$ cat config.mk
export PLATFORM = sky130hd
export DESIGN_NAME = sensor_stream_packer_flat
export DESIGN_NICKNAME = d
export VERILOG_FILES = /design/src/rtl/sensor_stream_packer_pkg.sv /design/src/rtl/sensor_stream_packer_if.sv /design/src/rtl/sensor_beat_fifo.sv /design/src/rtl/sensor_stream_packer.sv /design/src/flat_wrapper.sv
export SDC_FILE = /design/constraint.sdc
export NUM_CORES = 2
export LEC_CHECK = 0
export CORE_MARGIN = 1
export CORE_UTILIZATION = 61
export CTS_CLUSTER_DIAMETER = 200
export CTS_CLUSTER_SIZE = 30
export DETAILED_ROUTE_END_ITERATION = 10
export PLACE_DENSITY_LB_ADDON = 0.2
export SYNTH_ARGS = -nofsm -noshare
export SYNTH_HDL_FRONTEND = slang
export SYNTH_SLANG_ARGS = --single-unit
$ cat constraint.sdc
create_clock -name clk -period 16.23 [get_ports clk]
set_input_delay 2.4345 -clock clk [delete_from_list [all_inputs] [get_ports clk]]
set_output_delay 2.4345 -clock clk [all_outputs]
set_load 0.1 [all_outputs]
$ cat src/rtl/sensor_stream_packer_pkg.sv
// Shared types and constants for the thermal-sensor stream packer.
// The softreg and PCIe packet layouts match the surrounding role shell.
package sensor_stream_packer_pkg;

  localparam int SAMPLE_WIDTH       = 32;
  localparam int PCIE_DATA_WIDTH    = 128;
  localparam int LANES              = PCIE_DATA_WIDTH / SAMPLE_WIDTH;
  localparam int LANE_AW            = $clog2(LANES);
  localparam int PCIE_SLOT_WIDTH    = 16;
  localparam int PCIE_PAD_WIDTH     = 4;
  localparam int FIFO_DEPTH         = 16;
  localparam int PKT_BEATS          = 8;
  localparam int PKT_AW             = $clog2(PKT_BEATS);
  localparam int SOFTREG_ADDR_WIDTH = 32;
  localparam int SOFTREG_DATA_WIDTH = 64;

  typedef enum logic [1:0] {
    IDLE  = 2'd0,
    RUN   = 2'd1,
    DRAIN = 2'd2
  } sensor_stream_state_e;

  localparam logic [3:0] SSP_CTRL      = 4'd0;
  localparam logic [3:0] SSP_PERIOD    = 4'd1;
  localparam logic [3:0] SSP_NUM_BEATS = 4'd2;
  localparam logic [3:0] SSP_SLOT      = 4'd3;
  localparam logic [3:0] SSP_STATUS    = 4'd4;

  typedef struct packed {
    logic                          valid;
    logic                          is_write;
    logic [SOFTREG_ADDR_WIDTH-1:0] addr;
    logic [SOFTREG_DATA_WIDTH-1:0] data;
  } soft_reg_req_t;

  typedef struct packed {
    logic                          valid;
    logic [SOFTREG_DATA_WIDTH-1:0] data;
  } soft_reg_resp_t;

  typedef struct packed {
    logic                       valid;
    logic [PCIE_DATA_WIDTH-1:0] data;
    logic [PCIE_SLOT_WIDTH-1:0] slot;
    logic [PCIE_PAD_WIDTH-1:0]  pad;
    logic                       last;
  } pcie_packet_t;

endpackage

$ cat src/rtl/sensor_stream_packer_if.sv
// Bundle of the sensor, softreg and PCIe DMA signals seen by the packer.
// The slave view is the packer itself; the master view is the shell/host side.
interface sensor_stream_packer_if;
  import sensor_stream_packer_pkg::*;

  logic [SAMPLE_WIDTH-1:0] sample_in;
  soft_reg_req_t           softreg_req;
  soft_reg_resp_t          softreg_resp;
  pcie_packet_t            pcie_packet_out;
  logic                    pcie_grant_in;

  modport master (
    output sample_in, softreg_req, pcie_grant_in,
    input  softreg_resp, pcie_packet_out
  );

  modport slave (
    input  sample_in, softreg_req, pcie_grant_in,
    output softreg_resp, pcie_packet_out
  );

endinterface

$ cat src/rtl/sensor_beat_fifo.sv
// Synchronous beat FIFO with flush; pointers carry one extra wrap bit so
// full and empty are told apart by the MSB compare.
module sensor_beat_fifo #(
  parameter int WIDTH = 8,
  parameter int DEPTH = 16
) (
  input  logic                     clk,
  input  logic                     rst,
  input  logic                     flush,
  input  logic                     push,
  input  logic                     pop,
  input  logic [WIDTH-1:0]         wdata,
  output logic [WIDTH-1:0]         rdata,
  output logic                     full,
  output logic                     empty,
  output logic [$clog2(DEPTH):0]   count
);
  localparam int AW = $clog2(DEPTH);

  logic [WIDTH-1:0] mem [DEPTH];
  logic [AW:0]      wr_ptr;
  logic [AW:0]      rd_ptr;
  logic             do_push;
  logic             do_pop;

  assign empty   = wr_ptr == rd_ptr;
  assign full    = (wr_ptr[AW] != rd_ptr[AW]) && (wr_ptr[AW-1:0] == rd_ptr[AW-1:0]);
  assign count   = wr_ptr - rd_ptr;
  assign do_pop  = pop && !empty;
  assign do_push = push && (!full || do_pop);
  assign rdata   = mem[rd_ptr[AW-1:0]];

  always_ff @(posedge clk) begin
    if (rst || flush) begin
      wr_ptr <= '0;
      rd_ptr <= '0;
    end else begin
      if (do_push) wr_ptr <= wr_ptr + 1'b1;
      if (do_pop)  rd_ptr <= rd_ptr + 1'b1;
    end
  end

  // NOTE: storage is deliberately not reset; the pointers alone decide what is valid.
  always_ff @(posedge clk) begin
    if (do_push) mem[wr_ptr[AW-1:0]] <= wdata;
  end

endmodule

$ cat src/rtl/sensor_stream_packer.sv
// Captures the thermal-sensor count at a programmed period, packs four samples
// per beat and streams fixed-size packets to the host through a beat FIFO.
module sensor_stream_packer
  import sensor_stream_packer_pkg::*;
(
  input logic                   clk,
  input logic                   rst,
  sensor_stream_packer_if.slave bus
);
  localparam int                 FIFO_AW   = $clog2(FIFO_DEPTH);
  localparam logic [LANE_AW-1:0] LAST_LANE = LANE_AW'(LANES - 1);

  sensor_stream_state_e          state;
  logic                          done;
  logic [31:0]                   period_reg, period_lat, period_cnt, period_max;
  logic [15:0]                   num_beats_reg, num_beats_lat;
  logic [PCIE_SLOT_WIDTH-1:0]    slot_reg, slot_lat;
  logic [LANE_AW-1:0]            lane_idx;
  logic [PCIE_DATA_WIDTH-1:0]    pack_data;
  logic                          pack_full;
  logic [15:0]                   beats_enq, beats_sent, next_enq;
  logic [31:0]                   drop_count;
  soft_reg_resp_t                resp_q;
  logic [SOFTREG_DATA_WIDTH-1:0] rd_data;
  logic [3:0]                    addr;
  logic                          wr_en, rd_en, start, abort, capture, push, pop_fire, last_bit;
  logic [PCIE_DATA_WIDTH:0]      fifo_rdata;
  logic                          fifo_full, fifo_empty;
  logic [FIFO_AW:0]              fifo_count;
  logic                          unused_req_bits;

  assign addr     = bus.softreg_req.addr[3:0];
  assign wr_en    = bus.softreg_req.valid && bus.softreg_req.is_write;
  assign rd_en    = bus.softreg_req.valid && !bus.softreg_req.is_write;
  assign abort    = wr_en && (addr == SSP_CTRL) && bus.softreg_req.data[1];
  assign start    = wr_en && (addr == SSP_CTRL) && bus.softreg_req.data[0] && !bus.softreg_req.data[1];
  assign unused_req_bits = ^{bus.softreg_req.addr[SOFTREG_ADDR_WIDTH-1:4],
                             bus.softreg_req.data[SOFTREG_DATA_WIDTH-1:32]};

  // A programmed period of 0 behaves like 1: capture every cycle.
  assign period_max = (period_lat == '0) ? '0 : period_lat - 1'b1;
  assign capture    = (state == RUN) && (period_cnt == period_max);
  assign pop_fire   = bus.pcie_grant_in && !fifo_empty;
  assign push       = pack_full && (!fifo_full || pop_fire) && !abort;
  assign next_enq   = beats_enq + 1'b1;
  assign last_bit   = (next_enq[PKT_AW-1:0] == '0) || (next_enq == num_beats_lat);

  sensor_beat_fifo #(.WIDTH(PCIE_DATA_WIDTH + 1), .DEPTH(FIFO_DEPTH)) u_fifo (
    .clk   (clk),
    .rst   (rst),
    .flush (abort),
    .push  (push),
    .pop   (bus.pcie_grant_in),
    .wdata ({pack_data, last_bit}),
    .rdata (fifo_rdata),
    .full  (fifo_full),
    .empty (fifo_empty),
    .count (fifo_count)
  );

  // NOTE: every combinational output gets a default first so no latch is inferred.
  always_comb begin
    bus.pcie_packet_out       = '0;
    bus.pcie_packet_out.valid = !fifo_empty;
    bus.pcie_packet_out.data  = fifo_empty ? '0 : fifo_rdata[PCIE_DATA_WIDTH:1];
    bus.pcie_packet_out.last  = !fifo_empty && fifo_rdata[0];
    bus.pcie_packet_out.slot  = slot_lat;
  end

  always_comb begin
    rd_data = '0;
    case (addr)
      SSP_PERIOD:    rd_data = {32'd0, period_reg};
      SSP_NUM_BEATS: rd_data = {48'd0, num_beats_reg};
      SSP_SLOT:      rd_data = {{(SOFTREG_DATA_WIDTH - PCIE_SLOT_WIDTH){1'b0}}, slot_reg};
      SSP_STATUS:    rd_data = {drop_count, beats_sent, 13'd0, done, state};
      default:       rd_data = '0;
    endcase
  end

  assign bus.softreg_resp = resp_q;

  // NOTE: sequential state uses non-blocking assignments so every read sees pre-edge values.
  always_ff @(posedge clk) begin
    if (rst) begin
      resp_q        <= '0;
      state         <= IDLE;
      done          <= 1'b0;
      period_reg    <= 32'd1;
      num_beats_reg <= '0;
      slot_reg      <= '0;
      period_lat    <= 32'd1;
      num_beats_lat <= '0;
      slot_lat      <= '0;
      period_cnt    <= '0;
      lane_idx      <= '0;
      pack_data     <= '0;
      pack_full     <= 1'b0;
      beats_enq     <= '0;
      beats_sent    <= '0;
      drop_count    <= '0;
    end else begin
      resp_q.valid <= rd_en;
      resp_q.data  <= rd_en ? rd_data : '0;

      if (wr_en) begin
        case (addr)
          SSP_PERIOD:    period_reg    <= bus.softreg_req.data[31:0];
          SSP_NUM_BEATS: num_beats_reg <= bus.softreg_req.data[15:0];
          SSP_SLOT:      slot_reg      <= bus.softreg_req.data[PCIE_SLOT_WIDTH-1:0];
          default:       ;
        endcase
      end

      if (pop_fire) beats_sent <= beats_sent + 1'b1;
      if (push) begin
        beats_enq <= next_enq;
        pack_full <= 1'b0;
      end

      case (state)
        IDLE: begin
          if (start && num_beats_reg != '0) begin
            state         <= RUN;
            done          <= 1'b0;
            beats_enq     <= '0;
            beats_sent    <= '0;
            drop_count    <= '0;
            period_cnt    <= '0;
            lane_idx      <= '0;
            period_lat    <= period_reg;
            num_beats_lat <= num_beats_reg;
            slot_lat      <= slot_reg;
          end else if (start) begin
            done <= 1'b1;
          end
        end
        RUN: begin
          period_cnt <= (period_cnt == period_max) ? '0 : period_cnt + 1'b1;
          // A capture landing on a still-full beat is lost; the beat itself never is.
          if (capture && pack_full) begin
            if (drop_count != '1) drop_count <= drop_count + 1'b1;
          end else if (capture) begin
            pack_data[lane_idx*SAMPLE_WIDTH +: SAMPLE_WIDTH] <= bus.sample_in;
            lane_idx <= lane_idx + 1'b1;
            if (lane_idx == LAST_LANE) pack_full <= 1'b1;
          end
          if (push && next_enq == num_beats_lat) state <= DRAIN;
        end
        DRAIN: begin
          if (fifo_count == '0 && !pack_full) begin
            state <= IDLE;
            done  <= 1'b1;
          end
        end
        default: state <= IDLE;
      endcase

      if (abort) begin
        state     <= IDLE;
        done      <= 1'b0;
        pack_full <= 1'b0;
        lane_idx  <= '0;
      end
    end
  end

endmodule
$ cat src/flat_wrapper.sv
// flat-port wrapper written by rule: the top's interface ports become plain ports
module sensor_stream_packer_flat import sensor_stream_packer_pkg::*;
  (clk, rst, bus_sample_in, bus_softreg_req, bus_pcie_grant_in, bus_softreg_resp, bus_pcie_packet_out);
  sensor_stream_packer_if bus_i ();
  input logic clk;
  input logic rst;
  input wire logic [$bits(bus_i.sample_in)-1:0] bus_sample_in;
  input wire logic [$bits(bus_i.softreg_req)-1:0] bus_softreg_req;
  input wire logic [$bits(bus_i.pcie_grant_in)-1:0] bus_pcie_grant_in;
  output wire logic [$bits(bus_i.softreg_resp)-1:0] bus_softreg_resp;
  output wire logic [$bits(bus_i.pcie_packet_out)-1:0] bus_pcie_packet_out;
  assign bus_i.sample_in = bus_sample_in;
  assign bus_i.softreg_req = bus_softreg_req;
  assign bus_i.pcie_grant_in = bus_pcie_grant_in;
  assign bus_softreg_resp = bus_i.softreg_resp;
  assign bus_pcie_packet_out = bus_i.pcie_packet_out;
  sensor_stream_packer u_core (.clk(clk), .rst(rst), .bus(bus_i));
endmodule
==> impl_results.md <==
* Fin cells at slightly below 8000
* Pins over their slew limit at 0
* RSZ-0062 raised after global routing: false
* Final Setup Violations at 0
* FF+latch count, synth at 2501
* Final Critical Period at approximately 9000 ps
* Final worst slack at 7220 ps
* DIE AREA at about 160000 um2
* Post-synth EDFFs at about 2100
* Largest buffer count on any clock path at 3
* Top cell type's share of synthesized area at 63.5%
* Leakage at between 0.03 and 0.04 uW
* P_sw at 1920 uW
* Initial antenna violation count at 17
* Worst Setup EP: bus_pcie_packet_out[148]
* Synth area leaders: edfxtp_1 (64%), mux4_2 (15%), dfxtp_1 (9.0%)
* Gr usage total at 29.4%
* CTS Sinks at roughly 2500
* Cell Rows at 146
* Pwr dens at 94.1 nW/um2
* Fmax at 0.111 GHz
* Placed insts at 7578
* Logic pwr share at 1.0%
* Via count at 51300
* Antenna Violating Nets Remaining at 0
* I/O Buffers at roughly 280
* First-pass GRT wire length at 343 mm
* Reg2Reg Depth at 11
* Drt wl/cell at 30.6 um
* Min-delay src: u_core.slot_lat[1]
* WS Path Type: reg -> out
* Synth cell types at 85
* Final Power at 9940 uW
* Worst Hold Path Cells at 2
* Clk_skew at 55.7 ps
* Die height at 402 um
* DP Worst Slack at around 7900 ps
* Drt drc at 0
* Hold_buf cts at 0
* Drt pass-1 iters at 6
* Register area share after synthesis at 72.5%
* Core Region at 159000 um2
* Post-CTS Repair Setup Buffers at 0
* Vias in the first global route at 50600
* CTS tree: yes
* Largest net degree at the start of global routing at roughly 160
* Worst-path fanout max at 73
* Internal power at 8020 uW
* Max VDD drop at 84.3 uV
* Via density at roughly 6.6
* Cell area after synthesis at 97500 um2
* Worst EP required at 13800 ps
* Post-CTS Resized at 0
* R2r endpoint: u_core.pack_data[46]
* Clk_lat worst skew at 770 ps
* Startpoint types: flop
* Worst setup EP type: output port
* Cells after Synth at 5462
* Layout fillers at 10400
* Worst R2R Setup Slack at 10350 ps
* Starting Density at 61.5%
* Slew headroom at 3.07%
* Syn-to-layout area delta at 8.21%
* Gpl congestion at ~0.9
* Total wire length at 237 mm
* Ys async rst share at 0%
* Measured slew at the worst slew-check pin at between 1000 and 1500 ps
* Layout cells sized above 1 at 16.9%
* NumNets Final at 5755
* Clock-pin slew on the worst setup and hold paths at 130 ps
* Setup TNS at 0 ps
* Fin util at 66.6%
* Post-DP HPWL at 127 mm
* Reg power frac at 68.8%
* Die width at 402 um
* Yosys warning total at 0
* Iteration-0 DRC Markers at 6732
* Critical path arrival at 6580 ps
* Period utilization at 55.5%
* Largest register FFs at 2064
* H-tree depth at 3
* Area leader, netlist: edfxtp_1
* Clock power share at 30.2%
* Remaining Overflow, GRT at 0
* Average size of a mapped cell at approximately 18 um2
* Hold WC Path Type: reg -> reg
* Outcome: completed
* Final Hold Fails at 0
* Ports at 348
* TritonCTS Buffers at 93
* Max cap viols at 0
* Top_reg_cell synth: edfxtp_1
* CTS root buffer: clkbuf_16
* RR Startpoint: u_core.period_lat[15]
* Sw Ratio at 19.3%
worst min-delay path by stage:
stage	to	slack, ps
global route	u_core.slot_lat[3]	490
floorplan	u_core.drop_count[9]	430
finish	u_core.slot_lat[1]	470
global placement	u_core.drop_count[9]	440
CTS	u_core.slot_lat[10]	470
detailed placement	u_core.slot_lat[10]	440
cell usage in the layout (no fill, tap or decap), types with 6 or more instances in the layout:
master,instances
o21ai_0,35
or3_1,17
a22oi_1,18
nor2_1,132
nand2_1,518
xnor2_1,46
nor2_4,13
nor2b_1,17
or4_1,17
or2_2,30
clkbuf_1,72
nor2b_2,23
nor4_1,26
edfxtp_1,2064
o22ai_1,6
buf_12,11
inv_1,30
dfxtp_1,433
nor3b_1,8
mux2i_1,29
a21o_1,13
buf_4,93
nand3_1,182
clkdlybuf4s50_1,282
nor3_1,39
a31oi_1,6
clkbuf_16,97
and3_1,31
a21oi_1,157
mux4_2,645
a222oi_1,16
o211ai_1,12
xor2_1,49
o21ai_1,146
and2_1,169
nand4_1,36
nand2b_1,10
ha_1,21
per-layer routing:
layer	GRT usage [%]	part of all wire, %
met1	41.7	38
met3	5.46	10
met2	47.3	49
met5	0	0.010
met4	8.65	3.0
stage by stage:
stage                     cell area [um2]  hold WS (ps)
after floorplan                     97600           435
after global placement             103000           443
after detailed placement           103000           444
after CTS                          106000           470
after global routing               106000           487
final                              106000           467
area by class of cell:
cell class              count  area, um2  share of cell area, %
flip-flops and latches   2501      70700                   67.0
multi-input cells        2587      25600                   24.2
repair buffers            387       3750                   3.55
clock buffers             169       2700                   2.56
well taps                2072       2590                   2.46
inverters                  31        121                  0.115
clock inverters             4       61.3                 0.0581
diodes                      4       10.0                0.00948
cell usage after synthesis (26+ instances only):
| cell | count |
|---|---|
| nor4_1 | 26 |
| xor2_1 | 49 |
| a21oi_1 | 158 |
| nor2b_1 | 40 |
| and3_1 | 31 |
| nand3_1 | 182 |
| o21ai_0 | 35 |
| clkbuf_1 | 273 |
| buf_1 | 46 |
| edfxtp_1 | 2064 |
| nand2_1 | 519 |
| dfxtp_1 | 437 |
| mux4_2 | 645 |
| o21ai_1 | 146 |
| mux2i_1 | 29 |
| nor3_1 | 44 |
| or2_2 | 30 |
| nand4_1 | 36 |
| nor2_1 | 146 |
| xnor2_1 | 46 |
| and2_1 | 169 |
| inv_1 | 30 |
power groups by stage:
| stage | sequential [uW] | combinational [uW] | clock (uW) |
|---|---|---|---|
| after CTS | 6840 | 99.6 | 3040 |
| after global routing | 6840 | 103 | 3230 |
| after floorplan | 6990 | 34.5 | 0 |
| after global placement | 6980 | 99.2 | 0 |
| after detailed placement | 6980 | 99.4 | 0 |
| final | 6840 | 101 | 3000 |
critical path: stages (launching register included):
cell             delay, ps
dfxtp_4                780
buf_4                  730
buf_4                  950
buf_4                  910
mux4_2                 430
mux4_2                 470
and2_1                 280
clkdlybuf4s50_1       1010
cells by family after synthesis:
| logic type | share of synthesized area [%] |
|---|---|
| other cells | 0.00384 |
| compound gates | 2.94 |
| xor+xnor | 0.900 |
| buf+inv | 1.51 |
| simple gates | 6.63 |
| fa+ha+maj | 0.269 |
| mux | 15.2 |
| flops | 72.5 |
No activity file was read; power rests on OpenSTA's default activity.
